$ cat src/rtl/banco_registros_param.sv
// Parametrised integer register file: two combinational read ports, one write port and a
// range soft-clear engine. Optional write-to-read forwarding under macro BANCO_REG_BYPASS_EN.
module banco_registros_param #(
   parameter int DATA_W   = 32,
   parameter int ADDR_W   = 5,
   parameter int ZERO_REG = 1
) (
   input  logic              CLK,
   input  logic              Reset_n,
   input  logic [ADDR_W-1:0] rs1,
   input  logic [ADDR_W-1:0] rs2,
   output logic [DATA_W-1:0] do1,
   output logic [DATA_W-1:0] do2,
   input  logic [ADDR_W-1:0] rd,
   input  logic [DATA_W-1:0] di,
   input  logic              wre,
   output logic              wr_rdy,
   input  logic              clr_req,
   input  logic [ADDR_W-1:0] clr_lo,
   input  logic [ADDR_W-1:0] clr_hi,
   output logic              clr_busy,
   output logic              clr_done
);

   localparam int NREG = 2**ADDR_W;

   typedef enum logic [1:0] {
      IDLE  = 2'd0,
      CLEAR = 2'd1,
      DONE  = 2'd2
   } state_t;

   state_t            state_r;
   state_t            state_s;
   logic [ADDR_W-1:0] ptr_r;
   logic [ADDR_W-1:0] ptr_s;
   logic [ADDR_W-1:0] hi_r;
   logic [ADDR_W-1:0] hi_s;
   logic              wr_rdy_r;
   logic              clr_busy_r;
   logic              clr_done_r;
   logic              wr_keep_s;
   logic [DATA_W-1:0] regs_r [NREG];

   // A write commits only when accepted and not aimed at a hard-wired zero register.
   assign wr_keep_s = wre && wr_rdy_r &&
                      ((ZERO_REG == 0) || (rd != {ADDR_W{1'b0}}));

   // Clear engine next-state logic.
   always_comb begin
      state_s = state_r;
      ptr_s   = ptr_r;
      hi_s    = hi_r;
      case (state_r)
         IDLE: begin
            if (clr_req) begin
               ptr_s = clr_lo;
               hi_s  = clr_hi;
               if (clr_lo > clr_hi) begin
                  state_s = DONE;
               end else begin
                  state_s = CLEAR;
               end
            end else begin
               state_s = IDLE;
            end
         end
         CLEAR: begin
            if (ptr_r == hi_r) begin
               state_s = DONE;
            end else begin
               ptr_s   = ptr_r + {{(ADDR_W-1){1'b0}}, 1'b1};
               state_s = CLEAR;
            end
         end
         DONE: begin
            state_s = IDLE;
         end
         default: begin
            state_s = IDLE;
         end
      endcase
   end

   // State register; status outputs are registered from the next state.
   always_ff @(posedge CLK) begin
      if (!Reset_n) begin
         state_r    <= IDLE;
         ptr_r      <= {ADDR_W{1'b0}};
         hi_r       <= {ADDR_W{1'b0}};
         wr_rdy_r   <= 1'b1;
         clr_busy_r <= 1'b0;
         clr_done_r <= 1'b0;
      end else begin
         state_r    <= state_s;
         ptr_r      <= ptr_s;
         hi_r       <= hi_s;
         wr_rdy_r   <= (state_s != CLEAR);
         clr_busy_r <= (state_s == CLEAR);
         clr_done_r <= (state_s == DONE);
      end
   end

   // Register storage; writes and sweep never coincide since wr_rdy is low in CLEAR.
   always_ff @(posedge CLK) begin
      if (!Reset_n) begin
         for (int i = 0; i < NREG; i++) begin
            regs_r[i] <= {DATA_W{1'b0}};
         end
      end else begin
         if (wr_keep_s) begin
            regs_r[rd] <= di;
         end
         if (state_r == CLEAR) begin
            regs_r[ptr_r] <= {DATA_W{1'b0}};
         end
      end
   end

   // Combinational read ports.
   always_comb begin
      do1 = regs_r[rs1];
      do2 = regs_r[rs2];
`ifdef BANCO_REG_BYPASS_EN
      do1 = (wr_keep_s && (rs1 == rd)) ? di : regs_r[rs1];
      do2 = (wr_keep_s && (rs2 == rd)) ? di : regs_r[rs2];
`endif
      do1 = ((ZERO_REG != 0) && (rs1 == {ADDR_W{1'b0}})) ? {DATA_W{1'b0}} : do1;
      do2 = ((ZERO_REG != 0) && (rs2 == {ADDR_W{1'b0}})) ? {DATA_W{1'b0}} : do2;
   end

   assign wr_rdy   = wr_rdy_r;
   assign clr_busy = clr_busy_r;
   assign clr_done = clr_done_r;

endmodule
$ cat config.mk
export PLATFORM = sky130hd
export DESIGN_NAME = banco_registros_param
export DESIGN_NICKNAME = d
export VERILOG_FILES = /design/src/rtl/banco_registros_param.sv
export SDC_FILE = /design/constraint.sdc
export NUM_CORES = 2
export LEC_CHECK = 0
export CORE_UTILIZATION = 57
export CTS_CLUSTER_SIZE = 12
export DETAILED_ROUTE_END_ITERATION = 16
export PLACE_DENSITY = 0.86
export SLEW_MARGIN = 20
export SYNTH_ARGS = -nofsm -noshare
export SYNTH_HDL_FRONTEND = slang
export SYNTH_SLANG_ARGS = --single-unit
$ cat constraint.sdc
create_clock -name CLK -period 1.8 [get_ports CLK]
set_input_delay 0.18 -clock CLK [delete_from_list [all_inputs] [get_ports CLK]]
set_output_delay 0.18 -clock CLK [all_outputs]
set_load 0.005 [all_outputs]
==> results of run 1 <==
## routing by layer
metal  GRT usage, %  overflow
met1          74.83         0
met2          87.43         2
met3          72.71         0
met4          70.94         5
met5          54.79         0
## per-stage QoR
step	setup TNS [ps]	cell area [µm²]	hold slack, ps	utilization, %
after CTS	-54240	69810	68.80	73.48
after detailed placement	-331660	64610	463.3	68.00
after floorplan	0	54850	316.0	-
after global placement	-267780	64590	455.7	67.98
## cells by family after synthesis
group	share of synthesized area, %
adders and majority gates	0.2057
xor gates and xnor gates	0.07997
AOI/OAI and AO/OA	12.58
and+or+nand+nor	19.15
buffers and inverters	5.934
DFF	37.99
muxes	24.06
## what timing repair did
action                                  CTS
hold buffers                              1
cloned                                   11
setup buffers                            21
pin swaps                                60
gates resized for setup                 647
endpoints found under the setup margin  274
hold endpoints to repair                 16
==> flow_summary.ini, run 1 <==
[clocking]
cts_root_buffer = clkbuf_16
cts_max_path_buffers = 3
cts_made_buffers = 108
cts_sinks = 1039
h-tree-depth = 3

[yosys]
yosysTopAreaCell = dfxtp_1
yosysMostFrequentCell = a21oi_1
synth_seq_cells = 1039
seq_area_frac_synth_pct = 37.99
ys_types = 56
synth_ff_type = dfxtp_1
syn_nets = 6079
synth_common_cells = a21oi_1, dfxtp_1, nand2_1, nand3_1, mux4_2
synth_area_um2 = 54760
synth-edff-count = 0
yosysTopAreaCellShare_pct = 37.99
synth.area.top_cells = dfxtp_1, mux4_2, a21oi_1
postSynthAreaPerCell_um2 = 9.112
ys_warn_count = 0
syn_inst = 6009
async_reset_ff_share_pct = 0

[global_routing]
track_usage_pct = 76.88
grt_max_degree = 190
grt.overflow.total = 7

[floorplan]
die_y_um = 311.9
rows = 113
initial_core_util_pct = 57.63
fp.dieW_um = 311.9
num_io_pins = 128

[placement]
portBuffers = 127
gp_congestion = 1.040
dp_hpwl_mm = 145.6
place_worst_setup_slack_ps = -1387
placedCellCount = 7684

[outcome]
firstError = [ERROR GRT-0232] Routing congestion too high. Check the congestion heatmap in the GUI.
failed_stage = 5_1_grt
outcome = did not finish
==> inputs of run 2 (changes only) <==
- CORE_UTILIZATION: 57 -> 40
- CTS_CLUSTER_SIZE: 12 -> not set
- PLACE_DENSITY: 0.86 -> not set
- PLACE_DENSITY_LB_ADDON: not set -> 0.15
- clock period: 1.8 -> 2.3 ns (I/O delays scaled with it)
==> run 2 against run 1 <==
The flow now finishes, with violations (negative setup slack). Synthesized cell count is the same. Area after synthesis did not move.
==> flow_summary.ini, run 2 <==
[pwr]
p_per_area_nw_per_um2 = 605.6
power_frac_seq_pct = 43.3
switching_share_pct = 26.91
power_leakage_nw = 24.99
p_comb_share_pct = 11.0
vdd_drop_max_uv = 716.0
pwr-share-clk_pct = 45.7
p_switching_mw = 11.37
p_int_mw = 30.88

[clocking]
cts_max_path_buffers = 3
cts_made_buffers = 120
clk-insertion-delay-late_ps = 790
cts_root_buffer = clkbuf_16
h-tree-depth = 3
clkTransAtPathRegs_ps = 60
cts_sinks = 1039
cts_tree = done

[setup_path]
startpoint_type = flip-flop
path_class = reg -> out
r2r_start = wr_rdy$_SDFF_PN1_
reg2reg_depth = 7
worstPathRequired_ps = 2070
reg2reg_to = regs_r[5][16]$_SDFFE_PP0P_
cp_max_fo = 2
arrival_ps = 2750
end_kind = output pin
reg2reg_slack_ps = 350
critPathLaunch = regs_r[23][5]$_SDFFE_PP0P_

[yosys]
seq_area_frac_synth_pct = 37.99
yosys.area_share.simple_pct = 19.15
synthXorXnorAreaFrac_pct = 0.07998
synth_top_family_by_area = multiplexers
yosysTopAreaCell = dfxtp_1
synth_compound_area_share_pct = 12.58
postSynthAreaPerCell_um2 = 9.112
synth_common_cells = a21oi_1, dfxtp_1, nand2_1, nand3_1, mux4_2
synth-edff-count = 0
ys_warn_count = 0
syn_nets = 6079
syn_inst = 6009
yosysMostFrequentCell = a21oi_1
yosys.area_share.adder_pct = 0.2057
synth_ff_type = dfxtp_1
synth_seq_cells = 1039
yosysTopAreaCellShare_pct = 37.99
ys_types = 56
async_reset_ff_share_pct = 0
synth.area.top_cells = dfxtp_1, mux4_2, a21oi_1
muxShareOfSynthArea_pct = 24.06
synth_area_um2 = 54760

[detailed_routing]
dr_total_vias = 53720
detail-route-antenna-nets = 0
drc = 0
firstDrtPassIters = 6
post_drt_via_cell_ratio = 6.494
routedWlPerCell_um = 30.90
drtIter0Drc = 7744
drt_wl_total_mm = 255.6

[global_routing]
grt_pass1_wl_mm = 363.2
grt_pass1_vias = 50680
grt.overflow.total = 0
antenna_found_initial = 11
track_usage_pct = 36.11
grt_max_degree = 221

[finish]
syn2layout_area_growth_pct = 27.41
layout_commonest_cell = a21oi_1
seqCellArea_um2 = 20960
drive_above_1_share_pct = 32.68
fill_cells = 12220
largest_reg_flops = 1024
multi_input_area_um2 = 33030
nNetsFinal = 6471
largest-register = regs_r
final_cell_mix = a21oi_1, nand2_1, nand3_1
top_regs = regs_r x1024, hi_r x5, ptr_r x5
utilization_pct = 51.43
antenna_cells = 0

[floorplan]
die_y_um = 372.0
initial_core_util_pct = 40.37
coreArea_um2 = 135600
fp.dieW_um = 372.0
num_io_pins = 128
rows = 135
dieArea_um2 = 138400

[placement]
portBuffers = 127
place_worst_setup_slack_ps = -1226
dp_hpwl_mm = 157.6
gp_congestion = 0.9243

[worst_hold_path]
hp-start = di[9]
hold_depth = 3
hold_path_class = in -> reg
hold_end = regs_r[18][9]$_SDFFE_PP0P_

[timing]
min_period_ps = 2984
setup_viol = 64
fmax_ghz = 0.3351
timing.final.max_slew_violations = 0
rsz0062_at_grt = yes
worstMarginPinSlew_ps = 1333
setup_slack_ps = -684.2
fin_skew_ps = 47.89
setup_tns_ps = -28690
whs_ps = 35.06
timing.final.crit_share_pct = 129.7
hold_violations = 0
max_slew_margin_pct = 11.11

[outcome]
failed_checks = negative setup slack
outcome = finished with violations

[flow_run]
cap_violations = 0
==> run 2: cell counts after synthesis <==
Identical to the previous run, type by type.
==> run 2: kinds of logic after synthesis <==
logic type,after synthesis
and+or+nand+nor,2306
xor gates and xnor gates,5
buffers and inverters,709
DFF,1039
adders and majority gates,9
muxes,669
AOI/OAI and AO/OA,1272
==> run 2: layer usage <==
metal / vias up / routed length [µm] / track usage [%]
met4: 4 / 14370 / 18.08
met2: 3620 / 111000 / 53.77
li1: 22650 / - / -
met3: 712 / 32570 / 10.38
met5: - / 27 / 0
met1: 26730 / 97620 / 47.67
==> run 2: critical path: stages, from the launching register on <==
cell,delay (ps)
dfxtp_2,320
mux4_2,490
mux2i_2,240
buf_4,180
nor2_2,40
a221oi_2,200
buf_4,190
a21oi_2,50
buf_6,160
buf_6,120
==> run 2: what timing repair did <==
| item | in CTS | in global routing |
|---|---|---|
| cloned | 2 | 0 |
| gates resized for setup | 654 | 135 |
| pin swaps | 78 | 55 |
| hold buffers | 3 | 0 |
| endpoints found under the hold margin | 17 | 0 |
| endpoints found under the setup margin | 64 | 64 |
| setup buffers | 6 | 5 |
==> run 2: stage by stage <==
stage | power [mW] | area (µm²) | std cells
after floorplan | 20.78 | 54760 | 6009
after global placement | 23.01 | 64040 | 8075
after detailed placement | 23.04 | 64060 | 8076
after CTS | 42.16 | 69330 | 8273
after global routing | 43.19 | 69760 | 8272
final | 42.25 | 69760 | 8272
==> run 2: worst max-delay path by stage <==
stage	cells past startpoint	endpoint	slack (ps)
4_1_cts	9	do1[5]	-660
5_1_grt	9	do1[5]	-670
2_1_floorplan	6	do1[10]	290
6_report	9	do1[5]	-680
3_5_place_dp	10	do2[0]	-1230
3_3_place_gp	9	do2[2]	-1530
==> run 2: final cells by class <==
cell class,instances,share of cell area [%]
clock buffers,185,5.130
inverters,10,0.05381
multi-input cells,4261,47.35
well taps,1781,3.194
repair buffers,969,13.79
flip-flops and latches,1039,30.05
clock inverters,27,0.4376
==> run 2: power groups by stage <==
| stage | clock network, mW | registers (mW) | logic, mW |
|---|---|---|---|
| after floorplan | 0 | 18.6 | 2.15 |
| after global routing | 20.1 | 18.3 | 4.78 |
| final | 19.3 | 18.3 | 4.66 |
| after CTS | 19.4 | 18.3 | 4.52 |
| after detailed placement | 0 | 18.7 | 4.36 |
| after global placement | 0 | 18.7 | 4.34 |
(Power assumes the default switching activity.)
